### src/rtl/async_receiver_if.sv
// Serial receive link bundle: the RxD line plus everything the receiver reports downstream.
// slave is the receiver side; master is the line driver / consumer side.
interface async_receiver_if;
   logic       RxD;
   logic [7:0] RxD_data;
   logic       RxD_data_ready;
   logic       RxD_framing_err;
   logic       RxD_busy;
   logic       RxD_idle;

   modport master (
      output RxD,
      input  RxD_data, RxD_data_ready, RxD_framing_err, RxD_busy, RxD_idle
   );

   modport slave (
      input  RxD,
      output RxD_data, RxD_data_ready, RxD_framing_err, RxD_busy, RxD_idle
   );
endinterface

### src/rtl/async_receiver.sv
// 8N1 UART receiver: oversampled, majority-filtered RxD, LSB-first assembly,
// one-clock data/framing strobes and a line-idle flag.
//
// state  | meaning
// sIdle  | waiting for a low rx_bit (start edge); idle counter runs here
// sStart | counting to mid start bit to reject glitches
// sData  | sampling 8 data bits at mid bit
// sStop  | sampling the stop bit at mid bit
// sBreak | stop bit was low; waiting for the line to return high
module async_receiver #(
   parameter int     ClkFrequency = 50000000,
   parameter int     Baud         = 115200,
   parameter int     Oversampling = 16,
   parameter int     AccWidth     = 16,
   parameter longint AccInc       = (longint'(Baud) * Oversampling * (longint'(1) << AccWidth)
                                     + ClkFrequency / 2) / ClkFrequency
) (
   input logic             clk,
   input logic             rst_n,
   async_receiver_if.slave rx
);
   localparam int PhaseW  = $clog2(Oversampling);
   localparam int IdleMax = 10 * Oversampling;
   localparam int IdleW   = $clog2(IdleMax + 1);
   localparam logic [AccWidth:0] AccStep  = AccInc[AccWidth:0];
   localparam logic [PhaseW-1:0] PhaseMid = PhaseW'(Oversampling / 2 - 1);
   localparam logic [PhaseW-1:0] PhaseEnd = PhaseW'(Oversampling - 1);

   typedef enum logic [2:0] {sIdle, sStart, sData, sStop, sBreak} state_t;

   state_t            state, stateNext;
   logic [AccWidth:0] acc;
   logic              tick;
   logic [1:0]        syncFf;
   logic [2:0]        hist;
   logic              rxBit;
   logic [PhaseW-1:0] phase, phaseNext;
   logic [2:0]        bitCnt, bitCntNext;
   logic [7:0]        shiftReg, shiftNext;
   logic [IdleW-1:0]  idleCnt;
   logic              loadData, frameErr;

   assign tick  = acc[AccWidth];
   assign rxBit = (hist[0] & hist[1]) | (hist[0] & hist[2]) | (hist[1] & hist[2]);

   always_ff @(posedge clk or negedge rst_n) begin
      if (!rst_n) begin
         acc    <= '0;
         syncFf <= 2'b11;
         hist   <= 3'b111;
      end else begin
         acc    <= {1'b0, acc[AccWidth-1:0]} + AccStep;
         syncFf <= {syncFf[0], rx.RxD};
         if (tick) hist <= {hist[1:0], syncFf[1]};
      end
   end

   always_comb begin
      stateNext  = state;
      phaseNext  = phase;
      bitCntNext = bitCnt;
      shiftNext  = shiftReg;
      loadData   = 1'b0;
      frameErr   = 1'b0;
      if (tick) begin
         case (state)
            sIdle: if (!rxBit) begin
               stateNext = sStart;
               phaseNext = '0;
            end
            sStart: begin
               phaseNext = phase + 1'b1;
               if (phase == PhaseMid) begin
                  if (!rxBit) begin
                     stateNext  = sData;
                     phaseNext  = '0;
                     bitCntNext = '0;
                  end else begin
                     stateNext = sIdle;
                  end
               end
            end
            // phase wraps to 0 at PhaseEnd, so each bit is a full Oversampling ticks
            sData: begin
               phaseNext = phase + 1'b1;
               if (phase == PhaseEnd) begin
                  shiftNext  = {rxBit, shiftReg[7:1]};
                  bitCntNext = bitCnt + 3'd1;
                  if (bitCnt == 3'd7) stateNext = sStop;
               end
            end
            sStop: begin
               phaseNext = phase + 1'b1;
               if (phase == PhaseEnd) begin
                  if (rxBit) begin
                     loadData  = 1'b1;
                     stateNext = sIdle;
                  end else begin
                     frameErr  = 1'b1;
                     stateNext = sBreak;
                  end
               end
            end
            sBreak: if (rxBit) stateNext = sIdle;
            default: stateNext = sIdle;
         endcase
      end
   end

   always_ff @(posedge clk or negedge rst_n) begin
      if (!rst_n) begin
         state              <= sIdle;
         phase              <= '0;
         bitCnt             <= '0;
         shiftReg           <= '0;
         idleCnt            <= '0;
         rx.RxD_data        <= '0;
         rx.RxD_data_ready  <= 1'b0;
         rx.RxD_framing_err <= 1'b0;
      end else begin
         state              <= stateNext;
         phase              <= phaseNext;
         bitCnt             <= bitCntNext;
         shiftReg           <= shiftNext;
         rx.RxD_data_ready  <= loadData;
         rx.RxD_framing_err <= frameErr;
         if (loadData) rx.RxD_data <= shiftReg;
         if (state != sIdle)
            idleCnt <= '0;
         else if (tick && rxBit && idleCnt != IdleW'(IdleMax))
            idleCnt <= idleCnt + 1'b1;
      end
   end

   assign rx.RxD_busy = (state != sIdle);
   assign rx.RxD_idle = (idleCnt == IdleW'(IdleMax));
endmodule
### src/flat_wrapper.sv
// flat-port wrapper written by rule: the top's interface ports become plain ports
module async_receiver_flat 
#(
   parameter int     ClkFrequency = 50000000,
   parameter int     Baud         = 115200,
   parameter int     Oversampling = 16,
   parameter int     AccWidth     = 16,
   parameter longint AccInc       = (longint'(Baud) * Oversampling * (longint'(1) << AccWidth)
                                     + ClkFrequency / 2) / ClkFrequency
)
  (clk, rst_n, rx_RxD, rx_RxD_data, rx_RxD_data_ready, rx_RxD_framing_err, rx_RxD_busy, rx_RxD_idle);
  async_receiver_if rx_i ();
  input logic clk;
  input logic rst_n;
  input wire logic [$bits(rx_i.RxD)-1:0] rx_RxD;
  output wire logic [$bits(rx_i.RxD_data)-1:0] rx_RxD_data;
  output wire logic [$bits(rx_i.RxD_data_ready)-1:0] rx_RxD_data_ready;
  output wire logic [$bits(rx_i.RxD_framing_err)-1:0] rx_RxD_framing_err;
  output wire logic [$bits(rx_i.RxD_busy)-1:0] rx_RxD_busy;
  output wire logic [$bits(rx_i.RxD_idle)-1:0] rx_RxD_idle;
  assign rx_i.RxD = rx_RxD;
  assign rx_RxD_data = rx_i.RxD_data;
  assign rx_RxD_data_ready = rx_i.RxD_data_ready;
  assign rx_RxD_framing_err = rx_i.RxD_framing_err;
  assign rx_RxD_busy = rx_i.RxD_busy;
  assign rx_RxD_idle = rx_i.RxD_idle;
  async_receiver #(.ClkFrequency(ClkFrequency), .Baud(Baud), .Oversampling(Oversampling), .AccWidth(AccWidth), .AccInc(AccInc)) u_core (.clk(clk), .rst_n(rst_n), .rx(rx_i));
endmodule
### config.mk
export PLATFORM = sky130hd
export DESIGN_NAME = async_receiver_flat
export DESIGN_NICKNAME = d
export VERILOG_FILES = /design/src/rtl/async_receiver_if.sv /design/src/rtl/async_receiver.sv /design/src/flat_wrapper.sv
export SDC_FILE = /design/constraint.sdc
export NUM_CORES = 1
export LEC_CHECK = 0
export CORE_MARGIN = 1.5
export CORE_UTILIZATION = 40
export CTS_CLUSTER_SIZE = 25
export DETAILED_ROUTE_END_ITERATION = 8
export GPL_TIMING_DRIVEN = 1
export REMOVE_ABC_BUFFERS = 1
export SLEW_MARGIN = 20
export SYNTH_ARGS = -nofsm -noshare
export SYNTH_HDL_FRONTEND = slang
export SYNTH_SLANG_ARGS = --single-unit
### constraint.sdc
create_clock -name clk -period 2.1 [get_ports clk]
set_clock_uncertainty 0.1 [all_clocks]
set_input_delay 0.63 -clock clk [delete_from_list [all_inputs] [get_ports clk]]
set_output_delay 0.63 -clock clk [all_outputs]
set_load 0.01 [all_outputs]
; ---- After elaboration in Yosys (flattened, before gate mapping)
; Cells that the tools add are included.
[totals]
out_inout_bits = 12
ff_bits = 58
[classes]
reduce_logical = 12
n_eq_ne = 16
n_mux = 27
n_addsub = 4
n_bitwise = 5
[ops]
columns = cell, count
row1 = $mux 3, 10
row2 = $add 16x12->17 const B, 1
row3 = $mux 8, 2
row4 = $pmux 3 s5, 1
row5 = $mux 4, 3
row6 = $pmux 4 s3, 1
row7 = $ne 2x1->1 const B, 5
row8 = $add 8x1->8 const B, 1
row9 = $eq 8x8->1 const B, 1
row10 = $mux 1, 8
row11 = $ne 8x8->1 const B, 1
row12 = $reduce_and 7->1, 1
row13 = $eq 3x2->1 const B, 2
row14 = $eq 3x3->1 const B, 2
row15 = $pmux 3 s2, 1
row16 = $reduce_and 3->1, 2
row17 = $reduce_bool 3->1, 2
row18 = $reduce_and 5->1, 1
row19 = $add 4x1->4 const B, 1
row20 = $eq 4x3->1 const B, 1
row21 = $eq 4x4->1 const B, 1
row22 = $ne 2x2->1 const B, 2
row23 = $reduce_bool 2->1, 2
row24 = $add 3x1->3 const B, 1
row25 = other kinds (7), 11

; ---- Logic depth before layout (Yosys ltp)
; Gate-level depths: netlist of the first run.
[depth]
depth_word = 7
mapped_depth = 7
depth_no_buf = 6

; ---- Worst setup path after synthesis of the first run
; OpenSTA, ideal clock, no wires.
[synth_timing]
kind = reg2reg
from = register u_core.phase[0]
to = register u_core.rx.RxD_data[0]
period_less_slack_ns = 2.043
stages_incl_launch_ff = 8
arrival_time_ns = 1.818
setup_time_ns = 0.125
slack_ns = 0.057
cell_sequence = dfrtp_1 > ha_1 > nand4b_2 > or2_0 > buf_2 > or3_1 > buf_6 > mux2_4
[synth_between]
elab_chain_cells = 4
[synth_rtl]
columns = element, line
row1 = "start, declared", async_receiver.sv:37  ; logic [PhaseW-1:0] phase, phaseNext;
row2 = "start signal, assigned", async_receiver.sv:122  ; phase <= phaseNext;
row3 = $eq 4x4->1, async_receiver.sv:94  ; if (phase == PhaseEnd) begin
row4 = $mux 1, async_receiver.sv:94
row5 = $mux 1, async_receiver.sv:66  ; case (state)
row6 = $mux 1, async_receiver.sv:65  ; if (tick) begin
row7 = "end signal, assigned", async_receiver.sv:127  ; if (loadData) rx.RxD_data <= shiftReg;
row8 = "end, declared", async_receiver_if.sv:18  ; output RxD_data, RxD_data_ready, RxD_framing_err, RxD_busy, RxD_idle
; Every way passes these cells.
; A chain may end at the register's enable or synchronous reset.

; ---- Final worst setup path of the first run
[layout_timing]
from = register u_core.idleCnt[4]
to = output rx_RxD_idle
[layout_between]
elab_chain_cells = 1
[layout_rtl]
columns = element, line
row1 = "start, declared", async_receiver.sv:40  ; logic [IdleW-1:0] idleCnt;
row2 = "start signal, assigned", async_receiver.sv:131  ; idleCnt <= idleCnt + 1'b1;
row3 = $eq 8x8->1, async_receiver.sv:136  ; assign rx.RxD_idle = (idleCnt == IdleW'(IdleMax));
row4 = "end, declared", flat_wrapper.sv:20  ; output wire logic [$bits(rx_i.RxD_idle)-1:0] rx_RxD_idle;
; Every way passes these cells.

==> flow_summary_export.csv, run 1 <==
group,metric,value,unit
pwr,power.ir.vdd_worst,0.306,mV
global_routing,grt.met2_usage,0.227,
critical_path,r2r_cells,6,
critical_path,critical_path.startpoint_type,"flip-flop",
sta,setup_viol,0,
global_routing,grt_pass1_wl,7.19,mm
clock_tree,worst_skew_pair.late_latency,0.30,ns
sta,finalHoldWorstSlack,0.206,ns
pwr,power.density,599,nW/µm²
floorplan,core.rowCount,28,
sta,highest_attainable_clock_frequency,0.489,GHz
global_routing,globalRouteTotalUtil,0.143,
logic_synthesis,yosys.area.top_type_share,0.497,
detailed_routing,avgRoutedWirePerCell,12.6,µm
sta,timing.final.hold_violations,0,
detailed_routing,route.antenna.remaining_nets,0,
logic_synthesis,seq_area_frac_synth,0.550,
floorplan,boundaryPins,15,
detailed_routing,first_iter_violations,74,
final_layout,finish.cell_count_without_fillers,332,
logic_synthesis,synthMostInstantiatedCell,"sky130_fd_sc_hd__dfrtp_1",
logic_synthesis,netlist_top_cells_count,"49 x sky130_fd_sc_hd__dfrtp_1, 33 x sky130_fd_sc_hd__nand2_1, 13 x sky130_fd_sc_hd__nor2_1",
final_layout,nFillCells,547,
floorplan,die_height,81.5,µm
global_routing,overflow,0,
min_path,holdCritPathClass,"in2async",
logic_synthesis,synth.largest_area_cell,"sky130_fd_sc_hd__dfrtp_1",
clock_tree,cts_made_buffers,5,
clock_tree,clock-sinks,54,
global_routing,grt_start_max_net_pins,30,
floorplan,core,5960,µm²
pwr,total_leakage_power,1.39,nW
critical_path,crit_path_end_kind,"output port",
final_layout,layout-area-overhead-vs-synth,19.1,%
final_layout,layout-drive-gt1-share,0.222,
clock_tree,cts_tree,"built",
logic_synthesis,synthFlopType,"sky130_fd_sc_hd__dfrtp_1",
global_routing,via_count_of_the_first_global_routing_pass,1607,
place,dpl_cell_area,2810,µm²
detailed_routing,num_vias,1658,
global_routing,grt_use_met3,0.0344,
sta,setup-tns-final,0,ns
floorplan,floorplan.initialDensity,0.414,
critical_path,criticalPathCategory,"reg2out",
sta,post-route-period-util,0.974,
detailed_routing,wirelength,4.17,mm
final_layout,finalNetCount,265,
detailed_routing,drc_errors,0,
logic_synthesis,post_synth.cell_area_avg,11.2,µm²
logic_synthesis,synth_top_cells_by_area,"sky130_fd_sc_hd__dfrtp_1 50%, sky130_fd_sc_hd__dfstp_2 5.3%, sky130_fd_sc_hd__nand2_1 5.0%",
final_layout,final_area,2940,µm²
sta,worst_slew_margin_rel,0.751,
place,gpl.final_weighted_congestion,0.756,
sta,grt_setup_unrepaired,"yes",
logic_synthesis,synth-warning-count,0,
clock_tree,max_root_sink_buffers,2,
logic_synthesis,async_reset_ff_frac,1.00,
place,dpl.hpwl,2.96,mm
critical_path,largest_fanout_on_the_critical_path,2,
logic_synthesis,synth_unique_cells,48,
final_layout,seq_cell_area,1360,µm²
clock_tree,cts_clk_pin_slew_worst_paths,0.10,ns
global_routing,global_route.usage.met1,0.183,
global_routing,gr-max-usage-layer,"met2",
logic_synthesis,yosys_register_bits,54,
global_routing,grt_antenna_before_repair,0,
place,placedCellCount,321,
logic_synthesis,netlist_area,2470,µm²
detailed_routing,detail_route.first_pass.iterations,4,
floorplan,die-width,81.5,µm
logic_synthesis,synthesis.instances,220,
clock_tree,h-tree-depth,2,
final_layout,multi_input_comb_area,1030,µm²
sta,slew_violations,0,
floorplan,floorplan.die_area,6650,µm²
critical_path,req_time_crit_path,1.37,ns
logic_synthesis,synth_enable_flop_cells,0,
final_layout,utilization,0.493,
clock_tree,clock_tree.root_cell,"sky130_fd_sc_hd__clkbuf_8",
detailed_routing,route.detailed.vias_per_inst,4.99,
sta,finalWorstPathRequiredPeriod,2.05,ns
place,placement.io_buffers,14,
final_layout,insertedDiodeCount,0,
critical_path,worstPathArrival,1.32,ns
sta,worst-slew-pin-transition,0.374,ns
outcome,run_status,"finished, final reports clean",
flow_run,maxCapViolCount,0,
-- through the flow --
stage / worst slack, ns / power (mW)
after floorplan: -0.0199 / 1.07
after global routing: -0.00463 / 1.83
final: 0.0536 / 1.76
after global placement: -0.0184 / 1.09
after detailed placement: -0.0149 / 1.09
after CTS: 0.00653 / 1.79
-- worst paths after layout --
check / from / end / slack, ns
setup / recovery: u_core.idleCnt[4] / rx_RxD_idle / 0.05
hold / removal: rst_n / u_core.acc[11] / 0.21
setup reg to reg: u_core.state[2] / u_core.rx.RxD_data[1] / 0.10
hold reg to reg: u_core.syncFf[0] / u_core.syncFf[1] / 0.26
max in group asynchronous: rst_n / u_core.idleCnt[2] / 1.39
min in group clk: u_core.syncFf[0] / u_core.syncFf[1] / 0.26
-- kinds of logic (layout without fill, tap and decap cells) --
| logic type | after synthesis | in the layout | share of synthesized area |
|---|---|---|---|
| buffers and inverters | 18 | 55 | 0.0330 |
| and+or+nand+nor | 79 | 79 | 0.161 |
| muxes | 14 | 14 | 0.0745 |
| AOI/OAI and AO/OA | 33 | 33 | 0.0938 |
| adders and majority gates | 7 | 7 | 0.0345 |
| xor gates and xnor gates | 15 | 15 | 0.0532 |
| DFF | 54 | 54 | 0.550 |
-- per-layer routing --
metal / share of wire / wire [µm]
met5: 0 / 0
met4: 0.021 / 89
met3: 0.033 / 136
met2: 0.46 / 1920
met1: 0.49 / 2030
-- cell type report --
| class | instances | area share |
|---|---|---|
| multi-input cells | 148 | 0.352 |
| clock inverters | 2 | 0.0128 |
| inverters | 8 | 0.0102 |
| well taps | 75 | 0.0319 |
| clock buffers | 6 | 0.0247 |
| flip-flops and latches | 54 | 0.462 |
| repair buffers | 39 | 0.106 |
-- registers in the layout, summed over array words and instances, names as in the netlist --
name and count:
u_core.acc 13, u_core.rx.RxD_framing_err 1, u_core.hist 3, u_core.rx.RxD_data_ready 1, u_core.state 3, u_core.shiftReg 8, u_core.rx.RxD_data 8, u_core.idleCnt 8
u_core.syncFf 2, u_core.bitCnt 3, u_core.phase 4
-- critical path, stage by stage, from the launching register on --
cell	delay, ns
sky130_fd_sc_hd__dfrtp_1	0.39
sky130_fd_sc_hd__or3b_4	0.40
sky130_fd_sc_hd__nor2_1	0.09
sky130_fd_sc_hd__buf_2	0.13
-- where the power goes --
part	switching, mW	total (mW)	internal, mW	leakage, nW
combinational	0.0199	0.0254	0.00550	0.641
sequential	0.00121	1.05	1.04	0.693
clock	0.332	0.688	0.356	0.0514
total	0.353	1.76	1.41	1.39
-- cells in the final DEF, fill, tap and decap left out, types with 6 or more instances in the layout --
master                            Yosys  final
sky130_fd_sc_hd__buf_4                1     25
sky130_fd_sc_hd__clkdlybuf4s50_1      0     11
sky130_fd_sc_hd__dfrtp_1             49     49
sky130_fd_sc_hd__inv_1                7      6
sky130_fd_sc_hd__mux2_4               8      8
sky130_fd_sc_hd__nand2_1             33     33
sky130_fd_sc_hd__nor2_1              13     13
sky130_fd_sc_hd__o21ai_0              8      8
sky130_fd_sc_hd__xnor2_1              6      6
sky130_fd_sc_hd__xor2_1               9      9
-- what timing repair did --
item,CTS,global route
endpoints found under the setup margin,2,9
hold buffers,0,0
setup buffers,1,2
resized for setup,6,4
Note: power is estimated with default switching activity, not from simulation.
==> run 2, diff against run 1 <==
Settings changed: SLEW_MARGIN 20 to unset.
==> results of run 2 <==
Final layout, timing and power as in run 1 (identical DEF).
==> run 3, diff against run 2 <==
Settings changed: GPL_ROUTABILITY_DRIVEN set to 1, SKIP_LAST_GASP set to 1.
Clock period 2.1 ns to 1.7 ns, I/O delays scaled along.
==> run 3 against run 2 <==
Non-clock buffer count is 18 higher. Hold slack worse by 0.15 ns. Sequential power grew 23%. Die area did not move. The flow now finishes with violations (negative setup slack). Critical path depth did not move. Clock power is 22% higher. Cell area grew 7.1%.
==> flow_summary_export.csv, run 3 (synthesized netlist as in run 1, its figures left out) <==
group,metric,value,unit
outcome,run_status,"finished with violations",
outcome,violations_in_the_final_reports,"negative setup slack",
detailed_routing,wirelength,4.52,mm
place,gpl.final_weighted_congestion,0.788,
clock_tree,cts_hold_buf,0,
critical_path,req_time_crit_path,1.09,ns
final_layout,finalNetCount,283,
pwr,power,2.16,mW
floorplan,floorplan.initialDensity,0.414,
global_routing,overflow,0,
final_layout,final_area,3150,µm²
critical_path,crit_path_end_kind,"output port",
detailed_routing,detail_route.first_pass.iterations,4,
sta,grt_setup_unrepaired,"yes",
clock_tree,max_root_sink_buffers,2,
global_routing,globalRouteTotalUtil,0.154,
final_layout,mostFrequentLayoutCell,"sky130_fd_sc_hd__dfrtp_1",
sta,worst-slew-pin-transition,0.436,ns
floorplan,die_height,81.5,µm
final_layout,insertedDiodeCount,0,
global_routing,grt_pass1_wl,7.87,mm
sta,postLayoutSetupSlackWorst,-0.207,ns
clock_tree,worst_skew_pair.late_latency,0.30,ns
place,placement.io_buffers,14,
final_layout,regMostFlops,"u_core.acc",
pwr,power.ir.vdd_worst,0.315,mV
final_layout,nFillCells,552,
critical_path,critical_path.startpoint_type,"flip-flop",
detailed_routing,drc_errors,0,
sta,slew_violations,0,
final_layout,layout-drive-gt1-share,0.302,
critical_path,criticalPathCategory,"reg2out",
final_layout,finish.cell_count_without_fillers,350,
global_routing,grt_antenna_before_repair,0,
place,placedCellCount,330,
clock_tree,cts_tree,"built",
min_path,holdCritPathClass,"in2async",
pwr,total_leakage_power,1.56,nW
clock_tree,cts_made_buffers,5,
sta,finalWorstPathRequiredPeriod,1.91,ns
sta,worst_slew_margin_rel,0.709,
critical_path,worstPathArrival,1.30,ns
sta,highest_attainable_clock_frequency,0.524,GHz
detailed_routing,route.detailed.vias_per_inst,5.07,
sta,post-route-period-util,1.12,
sta,timing.final.hold_violations,0,
global_routing,grt_start_max_net_pins,36,
final_layout,commonest_cells_after_routing_fill_and_taps_aside,"49 x sky130_fd_sc_hd__dfrtp_1, 39 x sky130_fd_sc_hd__buf_4, 32 x sky130_fd_sc_hd__nand2_1",
clock_tree,cts_clk_pin_slew_worst_paths,0.09,ns
floorplan,core.rowCount,28,
clock_tree,clock_tree.root_cell,"sky130_fd_sc_hd__clkbuf_8",
floorplan,floorplan.die_area,6650,µm²
detailed_routing,num_vias,1776,
place,dpl_cell_area,2880,µm²
clock_tree,clock-sinks,54,
floorplan,boundaryPins,15,
floorplan,core,5960,µm²
sta,setup-tns-final,-2.12,ns
critical_path,largest_fanout_on_the_critical_path,2,
clock_tree,h-tree-depth,2,
floorplan,die-width,81.5,µm
detailed_routing,route.antenna.remaining_nets,0,
final_layout,utilization,0.528,
flow_run,maxCapViolCount,0,
pwr,power.density,688,nW/µm²
place,dpl.hpwl,3.14,mm
final_layout,largest_register_ffs,13,
sta,setup_viol,19,
global_routing,via_count_of_the_first_global_routing_pass,1720,
final_layout,layout-area-overhead-vs-synth,27.5,%
detailed_routing,first_iter_violations,58,
detailed_routing,avgRoutedWirePerCell,12.9,µm
[run 3: changes by cell type in the layout (fill, tap and decap cells not counted), moves of 2 or more]
cell / previous run / this run
sky130_fd_sc_hd__buf_4: 25 / 39
sky130_fd_sc_hd__clkdlybuf4s50_1: 11 / 1
sky130_fd_sc_hd__dlygate4sd2_1: 0 / 10
sky130_fd_sc_hd__buf_6: 0 / 5
sky130_fd_sc_hd__o21ai_0: 8 / 5
sky130_fd_sc_hd__o21ai_1: 0 / 3
sky130_fd_sc_hd__or3_1: 5 / 3
sky130_fd_sc_hd__or3_4: 0 / 2
[run 3: cell type report]
type / instances / area, µm² / share of cell area
sequential: 54 / 1360 / 0.431
multi-input combinational: 148 / 1100 / 0.349
timing repair buffer: 57 / 457 / 0.145
tap: 75 / 93.8 / 0.0298
clock buffer: 6 / 72.6 / 0.0231
clock inverter: 2 / 37.5 / 0.0119
inverter: 8 / 30.0 / 0.00954
[run 3: repair_timing]
item	CTS	global route
pin swaps	2	2
setup endpoints to repair	25	30
cloned	0	1
gates resized for setup	28	16
buffers inserted	9	2
[run 3: final timing paths]
check / from / to / slack [ns] / depth (start not counted)
worst max-delay path: u_core.idleCnt[3] / rx_RxD_idle / -0.21 / 3
worst min-delay path: rst_n / u_core.acc[13] / 0.05 / 2
worst max register to register: u_core.phase[1] / u_core.rx.RxD_data[0] / -0.20 / 6
worst min register to register: u_core.syncFf[0] / u_core.syncFf[1] / 0.26 / 0
max in group asynchronous: rst_n / u_core.idleCnt[0] / 1.04 / 2
min in group clk: u_core.syncFf[0] / u_core.syncFf[1] / 0.26 / 0
[run 3: worst max-delay path: stages, from the launching register on]
cell and delay [ns]:
sky130_fd_sc_hd__dfrtp_1 0.39, sky130_fd_sc_hd__or3b_4 0.40, sky130_fd_sc_hd__nor2_1 0.08, sky130_fd_sc_hd__buf_2 0.13
[run 3: report_power, final]
| group | switching (mW) | internal (mW) | leakage [nW] | total [mW] |
|---|---|---|---|---|
| Combinational | 0.0248 | 0.00821 | 0.816 | 0.0330 |
| Clock | 0.401 | 0.440 | 0.0514 | 0.841 |
| Sequential | 0.00111 | 1.29 | 0.693 | 1.29 |
| Total | 0.427 | 1.74 | 1.56 | 2.16 |
[run 3: per-stage QoR]
stage / hold slack (ns) / setup slack (ns)
floorplan: 0.114 / -0.420
global placement: 0.249 / -0.370
detailed placement: 0.247 / -0.377
CTS: 0.0595 / -0.218
global route: 0.0622 / -0.255
finish: 0.0537 / -0.207
[run 3: routing by layer]
metal	global-route usage	up-vias	wire length (µm)
met5	0	-	0
met4	0.0500	0	48
met3	0.0344	5	120
met2	0.241	26	2180
met1	0.210	871	2170
li1	-	874	-
